### src/rtl/id_ex_operand_stage.sv
// ID/EX pipeline register: captures RF operands with same-cycle writeback bypass,
// inserts one bubble per load-use hazard, and honours EX hold and branch flush.
module id_ex_operand_stage #(
    parameter int XLEN  = 32,
    parameter int AW    = 5,
    parameter int CNT_W = 16
) (
    input  logic             CLK,
    input  logic             RESET,
    input  logic             ID_VALID,
    input  logic [AW-1:0]    ID_RS1,
    input  logic [AW-1:0]    ID_RS2,
    input  logic [AW-1:0]    ID_RD,
    input  logic             ID_REG_WRITE,
    input  logic             ID_MEM_READ,
    input  logic [XLEN-1:0]  ID_IMM,
    input  logic [XLEN-1:0]  ID_PC,
    input  logic [XLEN-1:0]  RF_DATA1,
    input  logic [XLEN-1:0]  RF_DATA2,
    input  logic             WB_WRITE_ENABLE,
    input  logic [AW-1:0]    WB_ADDRESS,
    input  logic [XLEN-1:0]  WB_DATA,
    input  logic             EX_HOLD,
    input  logic             FLUSH,
    output logic             STALL_IF_ID,
    output logic             EX_VALID,
    output logic [AW-1:0]    EX_RS1,
    output logic [AW-1:0]    EX_RS2,
    output logic [AW-1:0]    EX_RD,
    output logic             EX_REG_WRITE,
    output logic             EX_MEM_READ,
    output logic [XLEN-1:0]  EX_OP1,
    output logic [XLEN-1:0]  EX_OP2,
    output logic [XLEN-1:0]  EX_IMM,
    output logic [XLEN-1:0]  EX_PC,
    output logic [CNT_W-1:0] BUBBLE_COUNT
);

    typedef enum logic {
        RUN    = 1'b0,
        BUBBLE = 1'b1
    } state_t;

    state_t          state_q;
    state_t          state_d;
    logic [XLEN-1:0] byp1;
    logic [XLEN-1:0] byp2;
    logic            luh;
    logic            insert_bubble;

    function automatic logic [XLEN-1:0] bypass(
        input logic [AW-1:0]   rs,
        input logic [XLEN-1:0] rf,
        input logic            we,
        input logic [AW-1:0]   wa,
        input logic [XLEN-1:0] wd
    );
        if (rs == '0)
            return '0;
        else if (we && (wa == rs))
            return wd;
        else
            return rf;
    endfunction

    // x0 is never refreshed, even if writeback names it.
    function automatic logic refresh_hit(
        input logic          we,
        input logic [AW-1:0] wa,
        input logic [AW-1:0] rs
    );
        return we && (wa != '0) && (wa == rs);
    endfunction

    function automatic logic [CNT_W-1:0] sat_inc(input logic [CNT_W-1:0] v);
        return (&v) ? v : v + 1'b1;
    endfunction

    assign byp1 = bypass(ID_RS1, RF_DATA1, WB_WRITE_ENABLE, WB_ADDRESS, WB_DATA);
    assign byp2 = bypass(ID_RS2, RF_DATA2, WB_WRITE_ENABLE, WB_ADDRESS, WB_DATA);

    assign luh = ID_VALID && EX_VALID && EX_MEM_READ && (EX_RD != '0) &&
                 ((EX_RD == ID_RS1) || (EX_RD == ID_RS2));

    assign insert_bubble = luh && (state_q == RUN);

    assign STALL_IF_ID = !RESET && (EX_HOLD || (insert_bubble && !FLUSH));

    always_comb begin
        state_d = state_q;
        if (FLUSH)
            state_d = RUN;
        else if (EX_HOLD)
            state_d = state_q;
        else if (insert_bubble)
            state_d = BUBBLE;
        else
            state_d = RUN;
    end

    always_ff @(posedge CLK) begin
        if (RESET)
            state_q <= RUN;
        else
            state_q <= state_d;
    end

    // ID -> EX register boundary
    always_ff @(posedge CLK) begin
        if (RESET) begin
            EX_VALID     <= 1'b0;
            EX_RS1       <= '0;
            EX_RS2       <= '0;
            EX_RD        <= '0;
            EX_REG_WRITE <= 1'b0;
            EX_MEM_READ  <= 1'b0;
            EX_OP1       <= '0;
            EX_OP2       <= '0;
            EX_IMM       <= '0;
            EX_PC        <= '0;
            BUBBLE_COUNT <= '0;
        end else if (FLUSH) begin
            EX_VALID     <= 1'b0;
            EX_RS1       <= '0;
            EX_RS2       <= '0;
            EX_RD        <= '0;
            EX_REG_WRITE <= 1'b0;
            EX_MEM_READ  <= 1'b0;
        end else if (EX_HOLD) begin
            if (refresh_hit(WB_WRITE_ENABLE, WB_ADDRESS, EX_RS1))
                EX_OP1 <= WB_DATA;
            if (refresh_hit(WB_WRITE_ENABLE, WB_ADDRESS, EX_RS2))
                EX_OP2 <= WB_DATA;
        end else if (insert_bubble) begin
            // Clearing the addresses keeps EX forwarding from matching the bubble.
            EX_VALID     <= 1'b0;
            EX_RS1       <= '0;
            EX_RS2       <= '0;
            EX_RD        <= '0;
            EX_REG_WRITE <= 1'b0;
            EX_MEM_READ  <= 1'b0;
            BUBBLE_COUNT <= sat_inc(BUBBLE_COUNT);
        end else begin
            EX_VALID     <= ID_VALID;
            EX_RS1       <= ID_RS1;
            EX_RS2       <= ID_RS2;
            EX_RD        <= ID_RD;
            EX_REG_WRITE <= ID_VALID && ID_REG_WRITE;
            EX_MEM_READ  <= ID_VALID && ID_MEM_READ;
            EX_OP1       <= byp1;
            EX_OP2       <= byp2;
            EX_IMM       <= ID_IMM;
            EX_PC        <= ID_PC;
        end
    end

endmodule
### config.mk
export PLATFORM = sky130hd
export DESIGN_NAME = id_ex_operand_stage
export DESIGN_NICKNAME = d
export VERILOG_FILES = /design/src/rtl/id_ex_operand_stage.sv
export SDC_FILE = /design/constraint.sdc
export NUM_CORES = 1
export LEC_CHECK = 0
export CORE_AREA = 2 2 137 139
export CTS_CLUSTER_DIAMETER = 40
export DETAILED_ROUTE_END_ITERATION = 16
export DIE_AREA = 0 0 139 141
export DONT_BUFFER_PORTS = 1
export PLACE_DENSITY = 0.63
export SYNTH_ARGS = -nofsm -noshare
export SYNTH_HDL_FRONTEND = slang
export SYNTH_SLANG_ARGS = --single-unit
export TNS_END_PERCENT = 5
### constraint.sdc
create_clock -name CLK -period 4.2 [get_ports CLK]
set_input_delay 0.21 -clock CLK [delete_from_list [all_inputs] [get_ports CLK]]
set_output_delay 0.21 -clock CLK [all_outputs]
set_load 0.1 [all_outputs]
==> results of run 1 <==
## worst paths after layout
path                            depth (start not counted)              end      from
worst max-delay path                                    6      STALL_IF_ID  EX_RD[0]
worst max register to register                          6        EX_OP1[9]  EX_RD[0]
worst min-delay path                                    2  BUBBLE_COUNT[0]     RESET
worst min register to register                          2          state_q   state_q
## area by class of cell
cell class	instances	area, um^2	share of cell area
clock buffers	19	433	0.0459
flip-flops and latches	163	3260	0.346
clock inverters	13	146	0.0155
multi-input cells	497	3470	0.368
repair buffers	174	1680	0.178
well taps	234	293	0.0311
inverters	38	144	0.0153
## cell families (layout without fill, tap and decap cells)
group	Yosys count	after routing	synth area share
DFF	163	163	0.457
and+or+nand+nor	198	198	0.123
xor gates and xnor gates	30	30	0.0368
buffers and inverters	100	244	0.0634
muxes	68	68	0.0958
AOI/OAI and AO/OA	200	200	0.223
adders and majority gates	1	1	0.00175
## per-stage QoR
stage          area [um^2]  total power [mW]
4_1_cts               9420              4.22
2_1_floorplan         7150              2.48
3_5_place_dp          7460              2.55
3_3_place_gp          7460              2.55
6_report              9420              4.19
5_1_grt               9420              4.32
## state kept, by name, indices dropped and copies added (netlist names), 5 cells and up
| register | flops |
|---|---|
| EX_RS2 | 5 |
| EX_OP1 | 32 |
| BUBBLE_COUNT | 16 |
| EX_IMM | 32 |
| EX_RS1 | 5 |
| EX_OP2 | 32 |
| EX_RD | 5 |
| EX_PC | 32 |
## timing repair
| action | CTS | global route |
|---|---|---|
| endpoints found under the setup margin | 0 | 0 |
| buffers inserted | 0 | 0 |
| hold buffers | 138 | 0 |
| endpoints found under the hold margin | 126 | 0 |
## per-layer routing
layer	part of all wire	track usage	vias up
met5	0	0	-
met4	0.021	0.0851	0
met3	0.090	0.0744	42
met2	0.48	0.366	323
met1	0.41	0.271	3047
li1	-	-	2997
## power by group
| part | switching, mW | internal [mW] |
|---|---|---|
| logic | 0.245 | 0.234 |
| clock network | 0.698 | 0.840 |
| registers | 0.553 | 1.62 |
## layout by cell type (no fill, tap or decap), types with 3 or more instances in the layout
master and count:
or3_1 4, a22o_1 80, mux2i_1 65, nor2b_1 4, o22ai_1 32, and2_1 3, xnor2_1 16, nor2_1 12
nor4_1 3, nand3_1 7, buf_4 34, o31ai_1 9, nor3_1 3, inv_6 3, clkinv_4 5, a22oi_1 32
dlygate4sd3_1 138, clkbuf_16 17, xor2_1 14, nand2_1 142, dfxtp_1 163, inv_1 37, a21oi_1 16, or4_1 10
mux2_2 3
==> results.sh, run 1 <==
export IMPL_hp_class="input pin to flop"
export IMPL_clockBufferDepth=2
export IMPL_root_buffer="clkbuf_16"
export IMPL_power_leakage_nw=3.61
export IMPL_status="finished clean"
export IMPL_yosys_warnings=0
export IMPL_synthDistinctLibCells=56
export IMPL_final_nets=1080
export IMPL_route_detailed_drc=0
export IMPL_clk_pin_slew_ps=70
export IMPL_numCtsBuffers=17
export IMPL_antenna_found_initial=0
export IMPL_arrival_ps=3380
export IMPL_dieArea_um2=19600
export IMPL_yosysMostFrequentCell="dfxtp_1"
export IMPL_final_setup_tns_ps=0
export IMPL_yosysTopAreaCell="dfxtp_1"
export IMPL_cp_slowest_cell="dfxtp_1"
export IMPL_p_per_area_nw_per_um2=445
export IMPL_wl_per_cell_um=20.4
export IMPL_cpLargestDelayFamily="flip-flops"
export IMPL_reg2reg_slack_ps=1000
export IMPL_core_um2=18300
export IMPL_avgSynthCellArea_um2=9.40
export IMPL_synth_edff_count=0
export IMPL_yosysTopAreaCellShare=0.457
export IMPL_irDropWorstVdd_mv=0.283
export IMPL_insertion_delay_ps=420
export IMPL_final_antenna_net_count=0
export IMPL_syn_num_nets=949
export IMPL_hold_slack_ps=18.4
export IMPL_die_h_um=141
export IMPL_place_ws_ps=1030
export IMPL_n_fill_cell=1665
export IMPL_layout_drive_gt1_share=0.0929
export IMPL_setup_violations_final=0
export IMPL_tightest_slew_ps=1280
export IMPL_cts_tree="built"
export IMPL_grt_util_all_layers=0.223
export IMPL_post_route_min_period_ps=3590
export IMPL_yosysSeqAreaShare=0.457
export IMPL_fmaxAchievable_ghz=0.279
export IMPL_die_w_um=139
export IMPL_grt_ovfl_total=0
export IMPL_diodes=0
export IMPL_async_flop_share=0
export IMPL_synth_common_cells="dfxtp_1, nand2_1, a22o_1"
export IMPL_crit_buf_inv=1
export IMPL_drt_initial_drc_count=384
export IMPL_max_stage_delay_ps=1060
export IMPL_num_io_pins=351
export IMPL_grt_pass1_vias=6122
export IMPL_crit_required_ps=3990
export IMPL_drt_total_wl_mm=23.2
export IMPL_synth_area_um2=7150
export IMPL_vias=6409
export IMPL_cts_sinks=163
export IMPL_dp_hpwl_mm=15.1
export IMPL_synth_seq_cells=163
export IMPL_relSlewSlack=0.146
export IMPL_path_class="flop to primary output"
export IMPL_area_growth_pct=31.8
export IMPL_end_kind="primary output"
export IMPL_path_max_fanout=30
export IMPL_cts_resized=0
export IMPL_rsz0062_at_grt="no"
export IMPL_dp_cells=968
export IMPL_cap_violations=0
export IMPL_synthFlopType="dfxtp_1"
export IMPL_cp_start_kind="flop"
export IMPL_worstPathCellList="xnor2_1 -> nand3_1 -> o22a_1 -> or3_1 -> a21oi_2 -> buf_4"
export IMPL_finalClockSkew_ps=10.8
export IMPL_layout_setup_ws_ps=614
export IMPL_grt_pass1_wl_mm=34.7
export IMPL_hold_viol=0
export IMPL_viasPerCell=5.63
export IMPL_grt_max_degree=80
export IMPL_numPortBuffers=0
export IMPL_slew_violations=0
export IMPL_dr_pass1_iters=5
export IMPL_fin_cells=1138
export IMPL_synthTopCellsByArea="dfxtp_1, a22o_1, mux2i_1"
export IMPL_gp_congestion=0.810
export IMPL_final_core_util=0.516
export IMPL_finalCritPeriodShare=0.854
export IMPL_start_util=0.391
export IMPL_num_rows=50
export IMPL_h_tree_depth=4
export IMPL_syn_inst=760
Note: power is estimated with default switching activity, not from simulation.
==> run 2: changes to the inputs <==
--- a/config.mk
+++ b/config.mk
@@ -5,12 +5,14 @@
 export SDC_FILE = /design/constraint.sdc
 export NUM_CORES = 1
 export LEC_CHECK = 0
-export CORE_AREA = 2 2 137 139
+export ABC_AREA = 1
+export ABC_CLOCK_PERIOD_IN_PS = 4200
+export CORE_AREA = 2 2 136 138
 export CTS_CLUSTER_DIAMETER = 40
 export DETAILED_ROUTE_END_ITERATION = 16
-export DIE_AREA = 0 0 139 141
+export DIE_AREA = 0 0 138 140
 export DONT_BUFFER_PORTS = 1
-export PLACE_DENSITY = 0.63
+export PLACE_DENSITY = 0.75
 export SYNTH_ARGS = -nofsm -noshare
 export SYNTH_HDL_FRONTEND = slang
 export SYNTH_SLANG_ARGS = --single-unit
==> run 2 against run 1 <==
  * Synthesized area grew 27%
  * Clock power grew 4%
  * Via count grew 45%
  * Global-route usage grew 4.8 points
  * Core utilization grew 8.3 points
  * Synthesized cell count grew 100%
  * Sequential share of layout area shrank 4.0 points
  * Wire length grew 16%
  * Cell area grew 13%
  * Critical endpoint is now EX_OP2[6]
  * Largest power group unchanged
==> results.sh, run 2 <==
export IMPL_synth_seq_cells=163
export IMPL_slew_violations=0
export IMPL_clkPwrFrac=0.358
export IMPL_viasPerCell=5.02
export IMPL_cts_tree="built"
export IMPL_synthTopCellsByArea="dfxtp_1, nand2_1, nor2_1"
export IMPL_fmaxAchievable_ghz=0.372
export IMPL_power_mw=4.48
export IMPL_final_common_cell="nand2_1"
export IMPL_yosysSeqAreaShare=0.361
export IMPL_num_rows=49
export IMPL_antenna_found_initial=0
export IMPL_synth_common_cells="nand2_1, nor2_1, inv_1"
export IMPL_drt_total_wl_mm=27.0
export IMPL_start_util=0.509
export IMPL_h_tree_depth=4
export IMPL_hp_class="input pin to flop"
export IMPL_gp_congestion=0.919
export IMPL_rsz0062_at_grt="no"
export IMPL_fin_cells=1847
export IMPL_die_w_um=138
export IMPL_cts_resized=0
export IMPL_n_fill_cell=1646
export IMPL_dieArea_um2=19300
export IMPL_crit_required_ps=4550
export IMPL_synthDistinctLibCells=33
export IMPL_synth_edff_count=0
export IMPL_post_route_min_period_ps=2690
export IMPL_grt_pass1_wl_mm=43.1
export IMPL_dr_pass1_iters=5
export IMPL_power_leakage_nw=5.61
export IMPL_syn_inst=1536
export IMPL_place_ws_ps=1510
export IMPL_yosysTopAreaCell="dfxtp_1"
export IMPL_core_um2=17800
export IMPL_final_setup_tns_ps=0
export IMPL_path_max_fanout=48
export IMPL_hold_viol=0
export IMPL_drt_initial_drc_count=670
export IMPL_place_area_um2=9180
export IMPL_finalClockSkew_ps=13.2
export IMPL_layout_setup_ws_ps=1510
export IMPL_async_flop_share=0
export IMPL_startpoint="EX_RS2[4]"
export IMPL_avgSynthCellArea_um2=5.89
export IMPL_p_sw_frac=0.397
export IMPL_cap_violations=0
export IMPL_relSlewSlack=0.180
export IMPL_clk_pin_slew_ps=70
export IMPL_wl_per_cell_um=14.6
export IMPL_cp_start_kind="flop"
export IMPL_dp_cells=1730
export IMPL_cts_sinks=163
export IMPL_r2r_cells=11
export IMPL_intPower_mw=2.70
export IMPL_critPathMostFrequentCell="nand2_1"
export IMPL_p_per_area_nw_per_um2=421
export IMPL_numCtsBuffers=17
export IMPL_layout_drive_gt1_share=0.0606
export IMPL_dp_hpwl_mm=17.4
export IMPL_num_io_pins=351
export IMPL_status="finished clean"
export IMPL_irDropWorstVdd_mv=0.269
export IMPL_clockBufferDepth=2
export IMPL_syn_num_nets=1725
export IMPL_finalCritPeriodShare=0.639
export IMPL_arrival_ps=3040
export IMPL_p_comb_frac=0.124
export IMPL_final_cell_mix="nand2_1, nor2_1, inv_1, dfxtp_1, a21oi_1"
export IMPL_r2r_end="EX_OP2[6]"
export IMPL_fin_area_um2=10600
export IMPL_cp_depth=11
export IMPL_cpLargestDelayFamily="simple AND/OR/NAND/NOR gates"
export IMPL_rr_startpoint="EX_RS2[4]"
export IMPL_grt_pass1_vias=8768
export IMPL_yosysTopAreaCellShare=0.361
export IMPL_final_core_util=0.599
export IMPL_yosys_warnings=0
export IMPL_max_stage_delay_ps=660
export IMPL_endpoint="EX_OP2[6]"
export IMPL_area_growth_pct=17.7
export IMPL_cp_slowest_cell="nand2_2"
export IMPL_grt_max_degree=90
export IMPL_reg2reg_slack_ps=1510
export IMPL_yosysMostFrequentCell="nand2_1"
export IMPL_path_class="flop to flop"
export IMPL_final_nets=1794
export IMPL_post_cts_buffers=0
export IMPL_grt_util_all_layers=0.270
export IMPL_numPortBuffers=0
export IMPL_tightest_slew_ps=1230
export IMPL_setup_violations_final=0
export IMPL_final_antenna_net_count=0
export IMPL_diodes=0
export IMPL_die_h_um=140
export IMPL_grt_ovfl_total=0
export IMPL_route_detailed_drc=0
export IMPL_end_kind="flop"
export IMPL_p_sw_mw=1.78
export IMPL_root_buffer="clkbuf_16"
export IMPL_insertion_delay_ps=420
export IMPL_worstPathCellList="buf_4 -> nand2_1 -> nand2_1 -> nand2_1 -> nor2_1 -> nand3_1 -> a21oi_4 -> nand2_2 -> nand2_1 -> nand2_1 -> nor2_1"
export IMPL_synthFlopType="dfxtp_1"
export IMPL_synth_area_um2=9040
export IMPL_seqPwrFrac=0.519
export IMPL_vias=9268
export IMPL_hold_slack_ps=63.6
export IMPL_crit_buf_inv=1
==> run 2: cell types whose count changed after synthesis, sizes merged, moves of 8 or more <==
| cell | change |
|---|---|
| or4 | -12 |
| a22oi | -32 |
| nor2 | +332 |
| o22ai | -33 |
| xnor2 | -8 |
| nand2 | +420 |
| nand3 | +20 |
| a22o | -80 |
| o31ai | -9 |
| buf | +12 |
| mux2i | -65 |
| a21oi | +84 |
| or2 | +8 |
| inv | +178 |
==> run 2: cell families (layout without fill, tap and decap cells) <==
logic type / after synthesis / after routing / synth area share
AOI/OAI and AO/OA: 109 / 109 / 0.0636
xor gates and xnor gates: 24 / 24 / 0.0232
adders and majority gates: 1 / 1 / 0.00138
buffers and inverters: 290 / 372 / 0.141
DFF: 163 / 163 / 0.361
and+or+nand+nor: 949 / 949 / 0.410
==> run 2: repair_timing <==
action,4_1_cts,5_1_grt
endpoints found under the setup margin,0,0
hold endpoints to repair,98,0
hold buffers,85,0
==> run 2: final cells by class <==
type,count,area [um^2],area share
clock buffer,17,425,0.0400
timing repair buffer,123,1150,0.108
tap,229,287,0.0269
inverter,217,817,0.0768
clock inverter,15,185,0.0174
sequential,163,3260,0.307
multi-input combinational,1083,4520,0.424
==> run 2: layer usage <==
layer | global-route usage | part of all wire | wire, um | vias to the layer above
li1 | - | - | - | 4655
met1 | 0.302 | 0.39 | 10400 | 4102
met2 | 0.465 | 0.48 | 12900 | 435
met5 | 0 | 0 | 0 | -
met3 | 0.0940 | 0.096 | 2600 | 76
met4 | 0.122 | 0.040 | 1080 | 0
==> run 2: power groups by stage <==
stage          registers, mW  clock network, mW  logic (mW)
3_3_place_gp            2.36                  0       0.454
3_5_place_dp            2.36                  0       0.466
4_1_cts                 2.32               1.64       0.541
2_1_floorplan           2.37                  0       0.382
6_report                2.32               1.60       0.553
5_1_grt                 2.33               1.69       0.628
==> run 2: worst min-delay path by stage <==
stage | startpoint | endpoint | slack, ps | cells after the start
2_1_floorplan | ID_IMM[0] | EX_IMM[0] | 340 | 2
3_3_place_gp | RESET | BUBBLE_COUNT[4] | 280 | 1
3_5_place_dp | RESET | BUBBLE_COUNT[8] | 280 | 1
4_1_cts | EX_HOLD | state_q | 30 | 2
5_1_grt | WB_DATA[30] | EX_OP1[30] | 70 | 4
6_report | EX_HOLD | state_q | 60 | 2
==> run 3: changes to the inputs <==
==> config.mk (replaced) <==
export PLATFORM = sky130hd
export DESIGN_NAME = id_ex_operand_stage
export DESIGN_NICKNAME = d
export VERILOG_FILES = /design/src/rtl/id_ex_operand_stage.sv
export SDC_FILE = /design/constraint.sdc
export NUM_CORES = 1
export LEC_CHECK = 0
export ABC_AREA = 0
export ABC_CLOCK_PERIOD_IN_PS = 2300
export CORE_AREA = 2 2 137 139
export CTS_CLUSTER_DIAMETER = 40
export DETAILED_ROUTE_END_ITERATION = 16
export DIE_AREA = 0 0 139 141
export DONT_BUFFER_PORTS = 1
export PLACE_DENSITY = 0.65
export SYNTH_ARGS = -nofsm -noshare
export SYNTH_HDL_FRONTEND = slang
export SYNTH_SLANG_ARGS = --single-unit
export TNS_END_PERCENT = 5
==> constraint.sdc (replaced) <==
create_clock -name CLK -period 2.3 [get_ports CLK]
set_input_delay 0.115 -clock CLK [delete_from_list [all_inputs] [get_ports CLK]]
set_output_delay 0.115 -clock CLK [all_outputs]
set_load 0.1 [all_outputs]
==> run 3 against run 2 <==
  * Clock power increased by 78%
  * Global-route usage shrank 0.81 points
  * Cell count shrank 28%
  * First-iteration DRC count is 27% lower
  * Setup slack got worse by 1500 ps
  * Critical endpoint is now STALL_IF_ID
  * Highest routed layer unchanged
  * Wire length up 1.9%
  * Worst hold slack lost 17 ps
  * Total power is 79% higher
  * Critical path depth shrank 5
  * Non-clock buffer count grew 243
  * Die area increased by 1.4%
==> results.sh, run 3 (synthesis results as in run 1) <==
export IMPL_numPortBuffers=0
export IMPL_path_class="flop to primary output"
export IMPL_die_w_um=139
export IMPL_final_cell_mix="dlygate4sd3_1, buf_4, nand2_1, dfxtp_1, a22o_1"
export IMPL_grt_max_degree=133
export IMPL_clockBufferDepth=2
export IMPL_grt_pass1_vias=7477
export IMPL_irDropWorstVdd_mv=0.488
export IMPL_num_rows=50
export IMPL_core_um2=18300
export IMPL_num_io_pins=351
export IMPL_final_common_cell="dlygate4sd3_1"
export IMPL_clk_pin_slew_ps=70
export IMPL_final_antenna_net_count=0
export IMPL_insertion_delay_ps=420
export IMPL_fmaxAchievable_ghz=0.442
export IMPL_finalCritPeriodShare=0.983
export IMPL_crit_buf_inv=1
export IMPL_numCtsBuffers=17
export IMPL_post_route_min_period_ps=2260
export IMPL_final_nets=1274
export IMPL_status="finished clean"
export IMPL_hold_viol=0
export IMPL_cpLargestDelayFamily="simple AND/OR/NAND/NOR gates"
export IMPL_grt_ovfl_total=0
export IMPL_grt_pass1_wl_mm=40.9
export IMPL_layout_drive_gt1_share=0.252
export IMPL_end_kind="primary output"
export IMPL_drt_total_wl_mm=27.5
export IMPL_hold_slack_ps=46.8
export IMPL_h_tree_depth=4
export IMPL_grt_util_all_layers=0.262
export IMPL_max_stage_delay_ps=380
export IMPL_vias=7511
export IMPL_cap_violations=0
export IMPL_antenna_found_initial=4
export IMPL_start_util=0.391
export IMPL_root_buffer="clkbuf_16"
export IMPL_slew_violations=0
export IMPL_hp_class="input pin to flop"
export IMPL_dp_hpwl_mm=16.0
export IMPL_place_ws_ps=82.1
export IMPL_wl_per_cell_um=20.6
export IMPL_area_growth_pct=57.0
export IMPL_finalClockSkew_ps=20.1
export IMPL_viasPerCell=5.63
export IMPL_route_detailed_drc=0
export IMPL_p_per_area_nw_per_um2=716
export IMPL_setup_violations_final=0
export IMPL_cp_start_kind="flop"
export IMPL_layout_setup_ws_ps=38.4
export IMPL_gp_congestion=0.830
export IMPL_cts_tree="built"
export IMPL_path_max_fanout=4
export IMPL_n_fill_cell=1427
export IMPL_power_leakage_nw=4.67
export IMPL_crit_required_ps=2180
export IMPL_drt_initial_drc_count=490
export IMPL_dr_pass1_iters=6
export IMPL_cp_slowest_cell="or3_4"
export IMPL_relSlewSlack=0.129
export IMPL_tightest_slew_ps=1310
export IMPL_dieArea_um2=19600
export IMPL_worstPathCellList="xnor2_2 -> nand3_2 -> o22a_4 -> or3_4 -> a21oi_4 -> buf_12"
export IMPL_cts_sinks=163
export IMPL_die_h_um=141
export IMPL_arrival_ps=2150
-- run 3: cell types whose count changed in the layout (fill, tap and decap cells not counted), sizes merged, moves of 9 or more --
cell	previous run	this run
a21oi	101	17
a22o	0	80
a22oi	0	32
buf	38	185
dlygate4sd3	85	181
inv	222	43
mux2i	0	65
nand2	562	142
nand3	27	7
nor2	344	12
o22ai	0	33
o31ai	0	9
or4	0	12
-- run 3: layout make-up --
cell class                      instances  area (um^2)  area share
Clock inverter                         13          150      0.0134
Clock buffer                           17          425      0.0379
Antenna cell                            5         12.5     0.00112
Inverter                               38          144      0.0128
Tap cell                              234          293      0.0261
Multi-Input combinational cell        499         3600       0.321
Sequential cell                       163         3310       0.295
Timing Repair Buffer                  366         3290       0.293
-- run 3: worst paths after layout --
kind / slack, ps / start / endpoint / cells after the start
hold reg to reg: 460 / EX_PC[19] / EX_PC[19] / 2
setup reg to reg: 100 / EX_RD[2] / EX_IMM[4] / 6
setup / recovery: 40 / EX_RD[0] / STALL_IF_ID / 6
hold / removal: 50 / RF_DATA1[19] / EX_OP1[19] / 2
-- run 3: where the power goes --
group	internal (mW)	total (mW)	leakage (nW)	switching (mW)
logic	0.665	2.18	3.04	1.51
registers	2.95	3.01	1.34	0.0546
clock network	1.61	2.85	0.279	1.24
-- run 3: what timing repair did --
item | in CTS | in global routing
hold endpoints to repair | 162 | 0
hold buffers | 181 | 0
gates cloned | 0 | 2
gates resized for setup | 9 | 7
buffers inserted | 5 | 1
setup endpoints to repair | 1 | 33
pin swaps | 8 | 4
-- run 3: metal layers --
layer	up-vias	wire length [um]	track usage
met4	0	959	0.138
met1	3556	10300	0.309
met5	-	0	0
met3	91	2660	0.0832
met2	465	13600	0.429
li1	3399	-	-
-- run 3: per-stage QoR --
| step | TNS, ps | instances | total power [mW] | area (um^2) | util |
|---|---|---|---|---|---|
| after floorplan | -1740 | 760 | 4.53 | 7220 | - |
| after global placement | 0 | 1112 | 4.86 | 8670 | 0.475 |
| after detailed placement | 0 | 1112 | 4.87 | 8670 | 0.475 |
| after CTS | 0 | 1327 | 7.99 | 11100 | 0.610 |
| after global routing | -2.51 | 1334 | 8.28 | 11200 | 0.614 |
| final | 0 | 1335 | 8.03 | 11200 | 0.614 |
-- run 3: worst reg2reg max path, stage by stage, from the launching register on --
cell	delay, ps
dfxtp_4	360
buf_4	150
or4_4	510
o21a_4	260
a21boi_4	340
buf_12	260
mux2i_1	250
